==> config.mk <==
export PLATFORM = sky130hd
export DESIGN_NAME = imem_line_buffer
export DESIGN_NICKNAME = d
export VERILOG_FILES = /design/src/rtl/imem_line_buffer.sv
export SDC_FILE = /design/constraint.sdc
export NUM_CORES = 1
export LEC_CHECK = 0
export CAP_MARGIN = 10
export CORE_ASPECT_RATIO = 0.8
export CORE_MARGIN = 2
export CORE_UTILIZATION = 35
export CTS_CLUSTER_DIAMETER = 150
export DETAILED_ROUTE_END_ITERATION = 7
export PLACE_DENSITY = 0.58
export REMOVE_ABC_BUFFERS = 1
export SYNTH_ARGS = -nofsm -noshare
export SYNTH_HDL_FRONTEND = slang
export SYNTH_SLANG_ARGS = --single-unit
export TNS_END_PERCENT = 50
==> constraint.sdc <==
create_clock -name clk -period 21.8 [get_ports clk]
set_clock_uncertainty 0.2 [all_clocks]
set_input_delay 4.36 -clock clk [delete_from_list [all_inputs] [get_ports clk]]
set_output_delay 4.36 -clock clk [all_outputs]
set_load 0.02 [all_outputs]
==> src/rtl/imem_line_buffer.sv <==
// Instruction-side line buffer: one fully-associative line. Fetches that hit are
// answered from the held line. Fetches that miss first pull the whole line from
// pmem as a burst of BEATS beats, then answer.
module imem_line_buffer #(
  parameter int BEATS  = 4,
  parameter int BEAT_W = 64
) (
  input  logic              clk,
  input  logic              rst,
  input  logic              imem_read,
  input  logic [31:0]       imem_address,
  output logic [31:0]       imem_rdata,
  output logic              imem_resp,
  output logic              pmem_read,
  output logic [31:0]       pmem_address,
  input  logic [BEAT_W-1:0] pmem_rdata,
  input  logic              pmem_resp
);

  localparam int LINE_W     = BEATS * BEAT_W;
  localparam int LINE_BYTES = LINE_W / 8;
  localparam int OFF_W      = $clog2(LINE_BYTES);
  localparam int WSEL_W     = OFF_W - 2;
  localparam int WORDS      = LINE_W / 32;
  localparam int CNT_W      = $clog2(BEATS);
  localparam int TAG_W      = 32 - OFF_W;

  typedef enum logic [1:0] {S_IDLE, S_FILL, S_RESP} state_t;

  state_t              state_q, state_d;
  logic [31:2]         req_addr_q, req_addr_d;
  logic                valid_q, valid_d;
  logic [TAG_W-1:0]    tag_q, tag_d;
  logic [CNT_W-1:0]    cnt_q, cnt_d;
  logic [LINE_W-1:0]   line_q, line_d;
  logic [31:0]         rdata_q, rdata_d;
  logic                resp_q, resp_d;
  logic                pread_q, pread_d;
  logic [31:0]         paddr_q, paddr_d;

  // Byte-offset bits below the word are not needed.
  logic unused_addr_lo;
  assign unused_addr_lo = ^imem_address[1:0];

  // Pick 32-bit word w out of a line.
  function automatic logic [31:0] sel_word(input logic [LINE_W-1:0] line,
                                           input logic [WSEL_W-1:0] w);
    logic [31:0] r;
    r = '0;
    for (int i = 0; i < WORDS; i++) begin
      if (w == WSEL_W'(i)) r = line[32*i +: 32];
    end
    return r;
  endfunction

  // Next-state, fill and response logic.
  always_comb begin
    state_d    = state_q;
    req_addr_d = req_addr_q;
    valid_d    = valid_q;
    tag_d      = tag_q;
    cnt_d      = cnt_q;
    line_d     = line_q;
    rdata_d    = rdata_q;
    resp_d     = 1'b0;
    pread_d    = pread_q;
    paddr_d    = paddr_q;
    unique case (state_q)
      S_IDLE: begin
        if (imem_read) begin
          req_addr_d = imem_address[31:2];
          if (valid_q && (tag_q == imem_address[31:OFF_W])) begin
            rdata_d = sel_word(line_q, imem_address[OFF_W-1:2]);
            resp_d  = 1'b1;
            state_d = S_RESP;
          end else begin
            pread_d = 1'b1;
            paddr_d = {imem_address[31:OFF_W], {OFF_W{1'b0}}};
            cnt_d   = '0;
            valid_d = 1'b0;
            state_d = S_FILL;
          end
        end
      end
      S_FILL: begin
        if (pmem_resp) begin
          for (int b = 0; b < BEATS; b++) begin
            if (cnt_q == CNT_W'(b)) line_d[b*BEAT_W +: BEAT_W] = pmem_rdata;
          end
          cnt_d = cnt_q + CNT_W'(1);
          if (cnt_q == CNT_W'(BEATS - 1)) begin
            // Answer from the assembled line, including the beat landing now.
            pread_d = 1'b0;
            valid_d = 1'b1;
            tag_d   = req_addr_q[31:OFF_W];
            rdata_d = sel_word(line_d, req_addr_q[OFF_W-1:2]);
            resp_d  = 1'b1;
            state_d = S_RESP;
          end
        end
      end
      S_RESP: begin
        state_d = S_IDLE;
      end
      default: begin
        state_d = S_IDLE;
      end
    endcase
  end

  // Control and output registers, cleared asynchronously.
  always_ff @(posedge clk or posedge rst) begin
    if (rst) begin
      state_q <= S_IDLE;
      valid_q <= 1'b0;
      tag_q   <= '0;
      cnt_q   <= '0;
      rdata_q <= '0;
      resp_q  <= 1'b0;
      pread_q <= 1'b0;
      paddr_q <= '0;
    end else begin
      state_q <= state_d;
      valid_q <= valid_d;
      tag_q   <= tag_d;
      cnt_q   <= cnt_d;
      rdata_q <= rdata_d;
      resp_q  <= resp_d;
      pread_q <= pread_d;
      paddr_q <= paddr_d;
    end
  end

  // Line storage and captured request address carry no reset.
  always_ff @(posedge clk) begin
    line_q     <= line_d;
    req_addr_q <= req_addr_d;
  end

  assign imem_rdata   = rdata_q;
  assign imem_resp    = resp_q;
  assign pmem_read    = pread_q;
  assign pmem_address = paddr_q;

endmodule

== Word-level counts from Yosys, hierarchy flattened ==
Index checks and enable logic that the tools add are counted.

* Bitwise gates (word level): 1
* Muxes and demuxes: 49
* Equality and inequality tests: 24
* $add $sub $neg: 1
* Reductions and logical operators: 14

{| class="wikitable"
|+ Operator list
! kind !! count
|-
| 32-bit two-way mux || 20
|-
| 64-bit two-way mux || 4
|-
| 32-bit one-hot mux with 2 select lines || 1
|-
| 27-bit equality test || 1
|-
| 3-bit equality test, second input constant || 8
|-
| 2-bit two-way mux || 7
|-
| 3-bit by 2-bit equality test with 1-bit output, second input constant || 4
|-
| 1-bit two-way mux || 12
|-
| 2-bit != test, second input constant || 5
|-
| 5-bit AND reduction || 2
|-
| 3-bit AND reduction || 3
|-
| 2-bit one-hot mux with 2 select lines || 2
|-
| 3-bit by 1-bit equality test with 1-bit output, second input constant || 2
|-
| 3-bit zero test || 2
|-
| 1-bit one-hot mux with 2 select lines || 3
|-
| 2-bit by 1-bit equality test with 1-bit output, second input constant || 2
|-
| 2-bit equality test, second input constant || 2
|-
| 2-bit zero test || 2
|-
| 2-bit AND reduction || 2
|-
| 4-bit AND reduction || 1
|-
| 2-bit by 1-bit adder with 2-bit output, second input constant || 1
|-
| 2-bit nonzero test || 1
|-
| 1-bit logical AND || 1
|-
| 1-bit inverter || 1
|}

* Register bits: 379
* Input bits: 100
* Output and inout bits: 66

== Depth between registers and ports, before layout ==
Gate-level depths: netlist of the first run.

* Depth in word-level cells: 13
* Depth in mapped cells: 12
* Depth with buffers taken out: 8

== Worst setup path after synthesis of the first run ==
Ideal clock, no wire load.

* Kind: input -> register
* Start point: input pmem_resp
* End point: register rdata_q[2] (netlist: imem_rdata[2])
* Path slack: 10.746 ns
* Data arrival time: 10.727 ns
* Cell stages on the path: 6
* Data required time: 21.473 ns
* Cells stage by stage: nand2_1 inv_1 a22o_1 buf_6 buf_6 mux2_1

* Longest elaborated chain between the ends: 2

{| class="wikitable"
|+ Ends and longest elaborated chain
! what !! line !! source
|-
| start: declaration || 17 || <nowiki>input logic pmem_resp</nowiki>
|-
| 2-bit != test (no line) || n/a ||
|-
| 5-bit AND reduction (no line) || n/a ||
|-
| end signal: assignment || 127 || <nowiki>rdata_q <= rdata_d;</nowiki>
|-
| end: declaration || 36 || <nowiki>logic [31:0] rdata_q, rdata_d;</nowiki>
|}

No other way between the ends.
A chain may end at the register's enable or synchronous reset.

== Final worst setup path of the first run ==
* Start point: input imem_address[2]
* End point: register rdata_q[11] (netlist: imem_rdata[11])

* Longest elaborated chain between the ends: 12
* Elaborated cells on any way between the ends: 19
* Those cells by class: eq/ne (7); mux (11); reduce/logical (1)

{| class="wikitable"
|+ Ends and longest elaborated chain
! what !! line !! source
|-
| start: declaration || 11 || <nowiki>input logic [31:0] imem_address,</nowiki>
|-
| 3-bit zero test || 51 || <nowiki>if (w == WSEL_W'(i)) r = line[32*i +: 32];</nowiki>
|-
| 32-bit two-way mux (7 in series) || 51 ||
|-
| 32-bit two-way mux (*) || 51 ||
|-
| 32-bit two-way mux (*) || 72 || <nowiki>if (valid_q && (tag_q == imem_address[31:OFF_W])) begin</nowiki>
|-
| 32-bit two-way mux (*) || 70 || <nowiki>if (imem_read) begin</nowiki>
|-
| 32-bit one-hot mux with 2 select lines (*) || 68 || <nowiki>unique case (state_q)</nowiki>
|}

Every way passes the cells marked *; elsewhere a longest branch is shown, timed or not. The select of a mux whose other input is x is not followed.

==> results of run 1 <==
## sequential cells by signal (all words and copies together), names as in the netlist
name	flops
imem_rdata	32
imem_resp	1
state_q	2
line_q	256
tag_q	27
cnt_q	2
pmem_read	1
pmem_address	27
valid_q	1
req_addr_q	30
## kinds of logic (layout without fill, tap and decap cells)
| logic type | count (synthesis) | count (layout) |
|---|---|---|
| other cells | 1 | 8 |
| flops | 379 | 379 |
| simple gates | 315 | 315 |
| fa+ha+maj | 5 | 5 |
| mux | 392 | 392 |
| compound gates | 411 | 411 |
| buf+inv | 221 | 329 |
| xor+xnor | 27 | 27 |
## placed cells by master, fill, tap and decap left out, drive strengths merged, types with 47 or more instances in the layout
cell / count
a21oi: 86
clkbuf: 59
clkdlybuf4s50: 155
dfrtp: 93
edfxtp: 286
inv: 63
mux2: 336
mux2i: 56
nand2: 129
nor2: 60
o21ai: 47
o221ai: 62
## path summary, 6_finish.rpt
path / start / to / slack (ps)
setup / recovery: imem_address[2] / imem_rdata[11] / 14720
hold / removal: req_addr_q[9] / tag_q[4] / 260
setup reg to reg: cnt_q[0] / imem_rdata[31] / 18010
hold reg to reg: req_addr_q[9] / tag_q[4] / 260
max in group asynchronous: rst / imem_rdata[13] / 16170
min in group asynchronous: rst / imem_rdata[22] / 3960
## metal layers
metal  vias up  global-route usage, %  part of all wire, %
met4         2                  6.365                  2.5
met3       119                  3.807                  7.9
met1      7634                  27.85                   44
met2       623                  31.04                   45
li1       6872                      -                    -
met5         -                      0                0.021
## worst reg2reg max path: cells and delay by family, from the launching register on
| family | cells | cell delay [ps] |
|---|---|---|
| AND/OR/NAND/NOR | 1 | 140 |
| AO/OA/AOI/OAI | 3 | 500 |
| multiplexers | 2 | 800 |
| flip-flops | 1 | 470 |
| buffers and inverters | 2 | 970 |
| adder cells (fa/ha/maj) | 1 | 580 |
## area by class of cell
cell class	instances	area [µm²]
repair buffers	187	1789
flip-flops and latches	379	10920
clock buffers	59	1230
inverters	61	239.0
clock inverters	22	236.5
well taps	779	974.7
fillers	5511	35040
multi-input cells	1155	9323
diodes	3	7.507
## power by group through the flow
stage / Sequential [mW] / Clock, mW / Combinational [mW]
detailed placement: 1.28 / 0 / 1.31
global placement: 1.27 / 0 / 1.29
finish: 1.27 / 0.758 / 1.31
global route: 1.30 / 0.804 / 1.41
floorplan: 1.35 / 0 / 0.814
CTS: 1.27 / 0.774 / 1.31
==> flow_metrics.env, run 1 <==
export IMPL_outcome="complete, no violations"
export IMPL_root_buffer="clkbuf_16"
export IMPL_synth_cell_types=55
export IMPL_crit_chain="buf_4 > buf_4 > nor2b_1 > a221oi_1 > o221ai_1 > a22oi_1 > o2bb2ai_1 > mux2_4"
export IMPL_synthAdderAreaFrac_pct=0.2956
export IMPL_pre_cts_ws_ps=14110
export IMPL_leakagePower_nw=8.814
export IMPL_yosys_warnings=0
export IMPL_yosys_area_top_type="edfxtp_1"
export IMPL_p_clk_share_pct=22.7
export IMPL_synth_ff_type="edfxtp_1"
export IMPL_synth_top_area_share_pct=40.58
export IMPL_placed_cell_area_um2=23240
export IMPL_path_class="primary input to register"
export IMPL_grt_max_degree=124
export IMPL_vias=15250
export IMPL_power_frac_comb_pct=39.3
export IMPL_holdPathStages=1
export IMPL_slew_headroom_pct=20.06
export IMPL_gp_congestion=0.8139
export IMPL_via_per_inst=5.766
export IMPL_drive_gt1_share_pct=24.21
export IMPL_p_per_area_nw_per_um2=135.3
export IMPL_grt_pass1_wl_mm=96.02
export IMPL_cpMaxStageDelayCell="nor2b_1"
export IMPL_overflow=0
export IMPL_io_pins=166
export IMPL_synth_seq_cells=379
export IMPL_final_hold_violation_count=0
export IMPL_cts_clk_slew_worst_paths_ps=60
export IMPL_start_kind="primary input"
export IMPL_dieArea_um2=62470
export IMPL_slew_violations=0
export IMPL_ctsResizeCount=0
export IMPL_cts_sinks=379
export IMPL_wire_per_inst_um=23.94
export IMPL_initial_core_util_pct=35.42
export IMPL_rows=80
export IMPL_hold_class="register to register"
export IMPL_place_inst=2561
export IMPL_finalSetupViolCount=0
export IMPL_stdcell_area_um2=24720
export IMPL_die_x_um=278.9
export IMPL_fin_crit_sh_pct=32.45
export IMPL_ir_worst_vdd_mv=0.06991
export IMPL_p_int_mw=2.178
export IMPL_cp_required_ps=22110
export IMPL_syn_inst=1751
export IMPL_nNetsFinal=1933
export IMPL_cts_buffer_depth=3
export IMPL_maxCapViolCount=0
export IMPL_path_buf_inv=2
export IMPL_synth_simple_gate_area_share_pct=6.922
export IMPL_clock_latency_ps=580
export IMPL_worst_endpoint_arrival_ps=7390
export IMPL_max_freq_mhz=141.3
export IMPL_hold_slack_ps=261.4
export IMPL_synthXorXnorAreaFrac_pct=1.117
export IMPL_synthTopCellsByCount="mux2_2 (289), edfxtp_1 (286), nand2_1 (129)"
export IMPL_grt_setup_unrepaired="no"
export IMPL_tightest_slew_ps=1197
export IMPL_routed_wl_mm=63.33
export IMPL_syn_to_final_growth_pct=16.77
export IMPL_power_frac_seq_pct=38.0
export IMPL_die_h_um=224.0
export IMPL_ys_seq_area_share_pct=51.57
export IMPL_r2r_cells=9
export IMPL_max_stage_delay_ps=820
export IMPL_fin_total_pwr_mw=3.344
export IMPL_synth_area_mux_share_pct=21.23
export IMPL_crit_family="buffers and inverters"
export IMPL_syn_area_per_cell_um2=12.09
export IMPL_core_um2=59760
export IMPL_async_flop_share_pct=24.54
export IMPL_synth_area_um2=21170
export IMPL_grt_usage_pct=19.88
export IMPL_fin_ws_ps=14720
export IMPL_cts_tree="done"
export IMPL_p_switching_mw=1.166
export IMPL_synth_edf_count=286
export IMPL_grt_pass1_vias=15590
export IMPL_htreeDepth=2
export IMPL_cts_hold_buffers=0
export IMPL_antenna_found_initial=4
export IMPL_drt_pass1_iterations=6
export IMPL_setup_tns_final_ps=0
export IMPL_cts_buffers=44
export IMPL_layout_min_cycle_time_ps=7075
export IMPL_yosysMostFrequentCell="mux2_2"
export IMPL_worstPathMaxFanout=56
export IMPL_netSwitchingFraction_pct=34.87
export IMPL_synth_area_leaders="edfxtp_1 (41%), mux2_2 (15%), dfrtp_1 (11%)"
export IMPL_antenna_left=0
export IMPL_utilization_pct=41.36
export IMPL_end_kind="register"
export IMPL_io_buffers=158
export IMPL_cts_setup_buffers=0
export IMPL_instances_no_fill=2645
export IMPL_crit_top_cell="buf_4"
export IMPL_synth_top_family_by_area="multiplexers"
export IMPL_dp_hpwl_mm=36.02
export IMPL_synth_compound_area_share_pct=13.93
export IMPL_drt_initial_drc_count=1406
export IMPL_drc=0
export IMPL_path_depth=8
Note: power is estimated with default switching activity, not from simulation.
==> run 2, diff against run 1 <==
clock period = 6.87 ns   (was 21.8 ns; I/O delays follow)
==> run 2 against run 1 <==
Net effect:
- combinational power grew to 3.2 times the previous value
- hold slack better by 13 ps
- first-iteration DRC count is 4.1% higher
- sequential cell count stayed put
- die area did not move
- clock power grew to 3.2 times the previous value
- worst setup slack got worse by 12000 ps
- total power rose to 3.2 times the previous value
- register-to-register slack got worse by 15000 ps
- critical path type unchanged
- highest routed layer unchanged
==> flow_metrics.env, run 2 (synthesized netlist as in run 1, its figures left out) <==
export IMPL_outcome="complete, no violations"
export IMPL_wire_per_inst_um=23.98
export IMPL_leakagePower_nw=8.845
export IMPL_top_register="line_q"
export IMPL_initial_core_util_pct=35.42
export IMPL_start_kind="primary input"
export IMPL_largest_reg_flops=256
export IMPL_clock_latency_ps=580
export IMPL_final_common_cell="mux2_2"
export IMPL_r2r_cells=7
export IMPL_power_frac_comb_pct=39.0
export IMPL_dp_hpwl_mm=36.01
export IMPL_slew_violations=0
export IMPL_routed_wl_mm=63.47
export IMPL_grt_usage_pct=19.88
export IMPL_via_per_inst=5.803
export IMPL_finalSetupViolCount=0
export IMPL_drive_gt1_share_pct=24.24
export IMPL_max_freq_mhz=225.4
export IMPL_grt_max_degree=110
export IMPL_die_h_um=224.0
export IMPL_r2r_slack_ps=2910
export IMPL_r2r_end="imem_rdata[18]"
export IMPL_hold_start="req_addr_q[26]"
export IMPL_drt_initial_drc_count=1463
export IMPL_die_x_um=278.9
export IMPL_rows=80
export IMPL_cp_required_ps=7140
export IMPL_io_buffers=158
export IMPL_fin_total_pwr_mw=10.67
export IMPL_final_hold_violation_count=0
export IMPL_antenna_left=0
export IMPL_cts_sinks=379
export IMPL_antenna_found_initial=4
export IMPL_ctsResizeCount=0
export IMPL_nNetsFinal=1934
export IMPL_worstPathMaxFanout=21
export IMPL_worst_endpoint_arrival_ps=4700
export IMPL_final_cell_mix="mux2_2 (289), edfxtp_1 (286), clkdlybuf4s50_1 (155)"
export IMPL_drc=0
export IMPL_root_buffer="clkbuf_16"
export IMPL_gp_congestion=0.8075
export IMPL_grt_setup_unrepaired="no"
export IMPL_tightest_slew_ps=1239
export IMPL_end_kind="register"
export IMPL_cts_hold_buffers=0
export IMPL_dieArea_um2=62470
export IMPL_path_class="primary input to register"
export IMPL_hold_class="register to register"
export IMPL_cts_buffer_depth=3
export IMPL_cts_clk_slew_worst_paths_ps=60
export IMPL_ir_worst_vdd_mv=0.2954
export IMPL_power_frac_seq_pct=37.9
export IMPL_stdcell_area_um2=24770
export IMPL_fin_crit_sh_pct=64.56
export IMPL_slew_headroom_pct=17.24
export IMPL_layout_min_cycle_time_ps=4436
export IMPL_p_int_mw=6.954
export IMPL_core_um2=59760
export IMPL_drt_pass1_iterations=6
export IMPL_placed_cell_area_um2=23260
export IMPL_holdPathEnd="tag_q[21]"
export IMPL_syn_to_final_growth_pct=17.03
export IMPL_grt_pass1_wl_mm=96.05
export IMPL_cts_tree="done"
export IMPL_p_switching_mw=3.712
export IMPL_nFillCells=5554
export IMPL_overflow=0
export IMPL_htreeDepth=2
export IMPL_io_pins=166
export IMPL_r2r_start="state_q[1]"
export IMPL_cts_buffers=44
export IMPL_p_per_area_nw_per_um2=430.6
export IMPL_p_clk_share_pct=23.1
export IMPL_netSwitchingFraction_pct=34.80
export IMPL_vias=15360
export IMPL_cts_setup_buffers=0
export IMPL_maxCapViolCount=0
export IMPL_holdPathStages=1
export IMPL_grt_pass1_vias=15650
-- run 2: worst max-delay path by stage --
stage / start / to / slack, ps / cells past startpoint
floorplan: state_q[1] / tag_q[0] / -3470 / 5
CTS: imem_address[26] / imem_rdata[18] / 2440 / 8
global route: imem_address[26] / imem_rdata[17] / 2310 / 8
global placement: imem_address[26] / imem_rdata[20] / 1860 / 8
finish: imem_address[26] / imem_rdata[18] / 2430 / 8
detailed placement: imem_address[26] / imem_rdata[18] / 1820 / 8
-- run 2: cell type report --
cell class | count | area (µm²) | area share, %
antenna | 3 | 7.507 | 0.03031
clock buffer | 60 | 1275 | 5.147
clock inverter | 22 | 226.5 | 0.9143
inverter | 61 | 239.0 | 0.9648
multi-input combinational | 1155 | 9323 | 37.64
sequential | 379 | 10920 | 44.07
tap | 779 | 974.7 | 3.935
timing repair buffer | 188 | 1809 | 7.304
-- run 2: stage by stage --
stage / hold WS, ps / utilization, % / worst slack (ps) / cells / setup TNS (ps)
6_report: 274.6 / 41.45 / 2434 / 2647 / 0
5_1_grt: 288.1 / 41.45 / 2312 / 2646 / 0
4_1_cts: 278.7 / 41.44 / 2439 / 2644 / 0
3_5_place_dp: 265.0 / 38.93 / 1822 / 2562 / 0
3_3_place_gp: 258.1 / 38.93 / 1856 / 2562 / 0
2_1_floorplan: 255.6 / - / -3465 / 1595 / -382900
-- run 2: power by group through the flow --
stage | combinational [mW] | clock [mW] | sequential, mW
finish | 4.16 | 2.46 | 4.04
global route | 4.46 | 2.60 | 4.14
CTS | 4.16 | 2.51 | 4.04
detailed placement | 4.15 | 0 | 4.07
global placement | 4.08 | 0 | 4.04
floorplan | 2.58 | 0 | 4.27
-- run 2: routing by layer --
metal	part of all wire (%)	vias to the layer above	wire length [µm]	global-route usage, %
li1	-	6877	-	-
met1	44	7710	28080	27.53
met2	45	637	28870	31.65
met3	7.4	135	4723	3.223
met4	2.8	2	1784	6.885
met5	0.013	-	8	0
-- run 2: worst max-delay path, cell delays in order --
cell and delay, ps:
clkdlybuf4s50_1 460, xor2_1 180, nor4_1 480, nand4_1 270
nor4_2 400, a22o_2 730, buf_4 410, mux2_2 370
